===== config.mk =====
export PLATFORM = sky130hd
export DESIGN_NAME = hc194_shift_reg
export DESIGN_NICKNAME = d
export VERILOG_FILES = /design/src/rtl/hc_pkg.sv /design/src/rtl/hc_sat_counter.sv /design/src/rtl/hc194_shift_reg.sv
export SDC_FILE = /design/constraint.sdc
export NUM_CORES = 1
export LEC_CHECK = 0
export CAP_MARGIN = 30
export CORE_AREA = 3 3 40 42
export CTS_CLUSTER_SIZE = 24
export DETAILED_ROUTE_END_ITERATION = 10
export DIE_AREA = 0 0 43 45
export DONT_BUFFER_PORTS = 1
export GPL_ROUTABILITY_DRIVEN = 0
export PLACE_DENSITY = 0.59
export SLEW_MARGIN = 40
export SYNTH_ARGS = -nofsm -noshare
export SYNTH_HDL_FRONTEND = slang
export SYNTH_SLANG_ARGS = --single-unit
export TNS_END_PERCENT = 1

===== constraint.sdc =====
create_clock -name Clk -period 1.7 [get_ports Clk]
set_input_delay 0.085 -clock Clk [delete_from_list [all_inputs] [get_ports Clk]]
set_output_delay 0.085 -clock Clk [all_outputs]
set_load 0.03 [all_outputs]

===== src/rtl/hc_pkg.sv =====
// Shared definitions for the HC-family discrete-logic emulation blocks.
// Mode encoding matches the 74HC194 S1:S0 select pins.
package hc_pkg;

  typedef enum logic [1:0] {
    MODE_HOLD = 2'b00,
    MODE_SHUP = 2'b01,
    MODE_SHDN = 2'b10,
    MODE_LOAD = 2'b11
  } hc_mode_e;

endpackage : hc_pkg


===== src/rtl/hc_sat_counter.sv =====
// Saturating up-counter with synchronous clear; done flags the ceiling value.
// Used to count serial shifts since the last load or clear.
module hc_sat_counter #(
  parameter int CNT_W = 3,
  parameter int MAX   = 4
) (
  input  logic             clk,
  input  logic             rst_n,
  input  logic             clr,
  input  logic             inc,
  output logic [CNT_W-1:0] cnt,
  output logic             done
);

  localparam logic [CNT_W-1:0] CntMax = CNT_W'(MAX);

  logic [CNT_W-1:0] cnt_q;
  logic [CNT_W-1:0] cnt_d;

  always_comb begin
    // NOTE: default assignment first so every path drives cnt_d and no latch is inferred.
    cnt_d = cnt_q;
    if (clr) begin
      cnt_d = '0;
    end else if (inc && (cnt_q != CntMax)) begin
      cnt_d = cnt_q + CNT_W'(1);
    end
  end

  // NOTE: async active-low reset with non-blocking updates; every flop here holds state, so all are reset.
  always_ff @(posedge clk or negedge rst_n) begin
    if (!rst_n) begin
      cnt_q <= '0;
    end else begin
      cnt_q <= cnt_d;
    end
  end

  assign cnt  = cnt_q;
  assign done = (cnt_q == CntMax);

endmodule : hc_sat_counter


===== src/rtl/hc194_shift_reg.sv =====
// WIDTH-bit 74HC194-style universal shift register with optional rotate,
// complementary outputs and a saturating shift counter for SerDes framing.
module hc194_shift_reg
  import hc_pkg::*;
#(
  parameter int WIDTH  = 4,
  parameter int ROTATE = 0,
  parameter int CNT_W  = $clog2(WIDTH + 1)
) (
  input  logic             Clk,
  input  logic             RD,
  input  logic             En,
  input  logic             SCLR,
  input  logic [1:0]       S,
  input  logic             DSR,
  input  logic             DSL,
  input  logic [WIDTH-1:0] D,
  output logic [WIDTH-1:0] Q,
  output logic [WIDTH-1:0] QN,
  output logic [CNT_W-1:0] ShCnt,
  output logic             Done
);

  localparam bit RotEn = (ROTATE != 0);

  hc_mode_e         mode;
  logic             up_in;
  logic             dn_in;
  logic             cnt_clr;
  logic             cnt_inc;
  logic [WIDTH-1:0] q_q;
  logic [WIDTH-1:0] q_d;

  assign mode  = hc_mode_e'(S);
  // In rotate mode the serial pins are ignored and the shifted-out bit wraps.
  assign up_in = RotEn ? q_q[WIDTH-1] : DSR;
  assign dn_in = RotEn ? q_q[0]       : DSL;

  always_comb begin
    q_d     = q_q;
    cnt_clr = 1'b0;
    cnt_inc = 1'b0;
    if (SCLR) begin
      q_d     = '0;
      cnt_clr = 1'b1;
    end else if (En) begin
      case (mode)
        MODE_HOLD: q_d = q_q;
        MODE_SHUP: begin
          q_d     = {q_q[WIDTH-2:0], up_in};
          cnt_inc = 1'b1;
        end
        MODE_SHDN: begin
          q_d     = {dn_in, q_q[WIDTH-1:1]};
          cnt_inc = 1'b1;
        end
        MODE_LOAD: begin
          q_d     = D;
          cnt_clr = 1'b1;
        end
      endcase
    end
  end

  always_ff @(posedge Clk or negedge RD) begin
    if (!RD) begin
      q_q <= '0;
    end else begin
      q_q <= q_d;
    end
  end

  hc_sat_counter #(
    .CNT_W(CNT_W),
    .MAX  (WIDTH)
  ) u_sat_counter (
    .clk  (Clk),
    .rst_n(RD),
    .clr  (cnt_clr),
    .inc  (cnt_inc),
    .cnt  (ShCnt),
    .done (Done)
  );

  // QN is derived from the same flops so it can never disagree with Q.
  assign Q  = q_q;
  assign QN = ~q_q;

endmodule : hc194_shift_reg


Yosys cells after proc, flatten, opt, wreduce, memory -nomap -nowiden
Cells that the tools add are included.
{ "totals": {"register_bits": 7, "inputBits": 12, "output_inout_bits": 12, "wordCells": 27} }
{ "op_classes": {"add_sub_neg": 1, "n_eq_ne": 6, "muxes": 11, "bitwise": 1, "n_reduce_logical": 6} }
{ "ops": {"columns": ["op", "n"], "rows": [
  ["$pmux 4 s3", 1],
  ["$mux 4", 2],
  ["$mux 1", 6],
  ["$mux 3", 2],
  ["$eq 2x2->1 const B", 2],
  ["$not 4->4", 1],
  ["$reduce_bool 2->1", 2],
  ["$add 3x1->3 const B", 1],
  ["$eq 3x3->1 const B", 1],
  ["$ne 3x3->1 const B", 1],
  ["$eq 2x1->1 const B", 1],
  ["$logic_not 2->1", 1],
  ["$ne 2x2->1 const B", 1],
  ["$reduce_and 2->1", 1],
  ["$reduce_or 2->1", 1],
  ["$logic_and 1x1->1", 1]
]} }

Logic depth before layout (Yosys ltp)
{ "depth": {"word_depth": 8, "depth_mapped": 6, "depth_no_buf": 5} }

By module
A second synthesis with hierarchy kept.
{ "unflattened": {"cells_unflattened": 51, "hier_area_um2": 490.5} }
{ "modules_own_cells": {"columns": ["module", "instances", "cells_each", "area_per_inst_um2", "seq_area_each_um2"], "rows": [
  ["hc194_shift_reg", 1, 33, 292.8, 100.1],
  ["hc_sat_counter", 1, 18, 197.7, 75.1]
]} }

Worst setup path before layout
OpenSTA, ideal clock, no wires.
{ "synth_path": {"path_type": "reg-to-reg", "from": "register u_sat_counter.cnt_q[0], in the netlist u_sat_counter.cnt[0]", "to": "register u_sat_counter.cnt_q[1], in the netlist u_sat_counter.cnt[1]", "setup_time_ns": 0.077, "arrival_time_ns": 1.464, "required_ns": 1.623, "path_slack_ns": 0.158, "stages_incl_launch_ff": 6, "path_buffers": 0, "period_less_slack_ns": 1.542, "cell_sequence": "dfrtp_1 -> inv_1 -> ha_1 -> and2_4 -> or3b_1 -> a21oi_1"} }
{ "synth_via": {"elab_chain_cells": 3, "elab_cells_between_ends": 6, "classes_between": "add/sub: 1; eq/ne: 1; mux: 2; reduce/logical: 2"} }
{ "synth_lines": {"columns": ["item", "line", "rtl"], "rows": [
  ["start, declared", "hc_sat_counter.sv:17", "logic [CNT_W-1:0] cnt_q;"],
  ["start signal, assigned", "hc_sat_counter.sv:35", "cnt_q <= cnt_d;"],
  ["$add 3x1->3 / $ne 3x3->1 (equally long branches)", "hc_sat_counter.sv:26, hc_sat_counter.sv:25", null],
  ["$mux 3 / $logic_and 1x1->1 (equally long branches)", "hc_sat_counter.sv:25", "end else if (inc && (cnt_q != CntMax)) begin"],
  ["$mux 3 / $reduce_bool 2->1 (equally long branches)", null, null]
]} }
Parallel ways exist; a longest one is shown, timed or not. The select of a mux whose other input is x is not followed.
A chain may end at the register's enable or synchronous reset.

Final worst setup path
{ "layout_path": {"from": "register q_q[1], in the netlist Q[1]", "to": "register q_q[0], in the netlist Q[0]"} }
{ "layout_via": {"elab_chain_cells": 3} }
{ "layout_lines": {"columns": ["item", "line", "rtl"], "rows": [
  ["start, declared", "hc194_shift_reg.sv:31", "logic [WIDTH-1:0] q_q;"],
  ["start signal, assigned", "hc194_shift_reg.sv:69", "q_q <= q_d;"],
  ["$pmux 4 s3", "hc194_shift_reg.sv:47", "case (mode)"],
  ["$mux 4", "hc194_shift_reg.sv:46", "end else if (En) begin"],
  ["$mux 4", "hc194_shift_reg.sv:43", "if (SCLR) begin"]
]} }
No other way between the ends. The select of a mux whose other input is x is not followed.

==> flow_summary.json <==
{
  "cap_viol_max_count": 0,
  "critical_path_class": "reg2reg",
  "hold_violations": 0,
  "final_common_cell": "inv_1",
  "status": "finished clean",
  "cts_setup_buffers": 0,
  "peakVddDrop_v": 0.000429,
  "layout.cells.non_filler": 76,
  "slew_violations": 0,
  "setup_tns_ps": 0,
  "drive_gt1_share_pct": 11.5,
  "avgSynthCellArea_um2": 8.85,
  "synth-seq-cells": 7,
  "insertedDiodeCount": 0,
  "drt_drc_violations_left": 0,
  "synth_area_um2": 460,
  "core_mm2": 0.00128,
  "slew-limit-headroom_pct": 72.8,
  "critPathLaunchType": "flip-flop",
  "cp.arrival_ps": 1820,
  "dr.pass1.iters": 4,
  "clock.fmax_mhz": 616,
  "start_util_pct": 35.8,
  "clock-sinks": 7,
  "synth_cell_types": 19,
  "io_pins": 24,
  "num_vias": 413,
  "layout_common_cells": "8 x inv_1, 7 x dfrtp_1, 5 x nor2_1, 5 x nand2_1, 5 x ha_1",
  "required_ps": 1890,
  "ys_seq_area_share_pct": 38.0,
  "nets": 79,
  "fin_crit_ps": 1620,
  "crit_path_end_kind": "flip-flop",
  "drt_iter0_markers": 4,
  "fin_skew_ps": 0.112,
  "register_area_um2": 175,
  "p_per_area_mw_per_mm2": 802,
  "tightest_slew_ps": 408,
  "min_period_over_period_pct": 95.5,
  "clock_latency_ps": 250,
  "nFillCells": 132,
  "p_leak_nw": 0.253,
  "cts_resized": 0,
  "area_growth_pct": 19.6,
  "yosys_warnings": 0,
  "wl_per_cell_um": 14.1,
  "grt_pass1_vias": 389,
  "cts.path.max_buffers": 2,
  "dieArea_mm2": 0.00194,
  "syn_inst": 52,
  "antenna_left": 0,
  "min_path_type": "in2reg",
  "cts_tree": "built",
  "die_h_um": 45,
  "grtUsageTotal_pct": 12.2,
  "antenna_found_initial": 0,
  "rows": 13,
  "grt.overflow.total": 0,
  "cts_buffers": 3,
  "routed_via_density": 5.43,
  "place_inst": 69,
  "multiInputGateArea_um2": 248,
  "grt_pass1_wl_mm": 1.66,
  "dpl.hpwl_um": 853,
  "worst-path-max-fanout": 5,
  "cts_root_buf": "clkbuf_4",
  "setup_violations": 0,
  "io_buffers": 0,
  "wl_mm": 1.07,
  "hold_buffers": 3,
  "rsz0062_at_grt": "no",
  "grt_max_degree": 9,
  "syn-num-nets": 69,
  "clk_pin_slew_worst_paths_ps": 50,
  "cts_max_level": 1,
  "die_width_um": 43
}
[cell usage after synthesis]
master / instances / share of area (%)
inv_1: 8 / 6.5
dfrtp_1: 7 / 38
ha_1: 5 / 14
nand2_1: 5 / 4.1
nor2_1: 5 / 4.1
a22oi_1: 4 / 6.5
a311oi_1: 4 / 7.6
a21oi_1: 2 / 2.2
o21ai_0: 2 / 2.2
a21o_1: 1 / 1.6
a31oi_1: 1 / 1.4
and2_4: 1 / 1.9
and2b_1: 1 / 1.6
buf_4: 1 / 1.6
nand3_1: 1 / 1.1
nor3_1: 1 / 1.1
nor3b_1: 1 / 1.6
or3_1: 1 / 1.4
or3b_1: 1 / 1.9
[kinds of logic after synthesis]
logic type,Yosys count,synth area share (%)
AND/OR/NAND/NOR,17,18.8
flip-flops,7,38.0
buffers and inverters,9,8.15
adder cells (fa/ha/maj),5,13.6
AO/OA/AOI/OAI,14,21.5
[worst paths after layout]
path / from / end / slack (ps) / cells past startpoint
setup / recovery: Q[1] / Q[0] / 80 / 3
hold / removal: SCLR / u_sat_counter.cnt[1] / 30 / 2
setup reg to reg: Q[1] / Q[0] / 80 / 3
hold reg to reg: u_sat_counter.cnt[1] / u_sat_counter.cnt[1] / 730 / 3
max in group asynchronous: RD / u_sat_counter.cnt[1] / 1270 / 1
min in group asynchronous: RD / Q[2] / 170 / 1
[where the power goes]
part	switching [W]	leakage [nW]	internal, W
registers	0.0000253	0.0941	0.000176
logic	0.0000560	0.143	0.0000297
clock network	0.0000646	0.0150	0.0000898
total	0.000146	0.253	0.000296
[through the flow]
stage          hold WS, ps  total power (W)  util [%]  setup WS (ps)  instance area [um^2]
2_1_floorplan         -211         0.000266         -            158                   460
3_3_place_gp          -210         0.000278      38.5            397                   494
3_5_place_dp          -210         0.000280      38.5            351                   494
4_1_cts               31.9         0.000444      42.8           85.2                   551
5_1_grt               44.9         0.000466      42.8           18.7                   551
6_report              33.1         0.000441      42.8           77.2                   551
[area by class of cell]
class,instances,share of cell area (%)
clock buffers,4,4.77
inverters,8,5.45
multi-input cells,36,45.0
flip-flops and latches,7,31.8
well taps,15,3.41
repair buffers,6,9.55
[sequential cells by signal, summed over array words and instances, names as in the netlist]
register	cells
u_sat_counter.cnt	3
Q	4
[worst max-delay path, cell delays in order, from the launching register on]
cell and delay (ps):
dfrtp_1 580, a22oi_1 150, a311oi_1 250, dlygate4sd3_1 580
[per-layer routing]
metal  GRT usage, %  wire [um]  part of all wire (%)
met5              0          0                     0
met1           14.5        443                    41
met4           3.61          9                  0.84
met3           7.97         94                   8.8
met2           18.0        521                    49
Note: power is estimated with default switching activity, not from simulation.
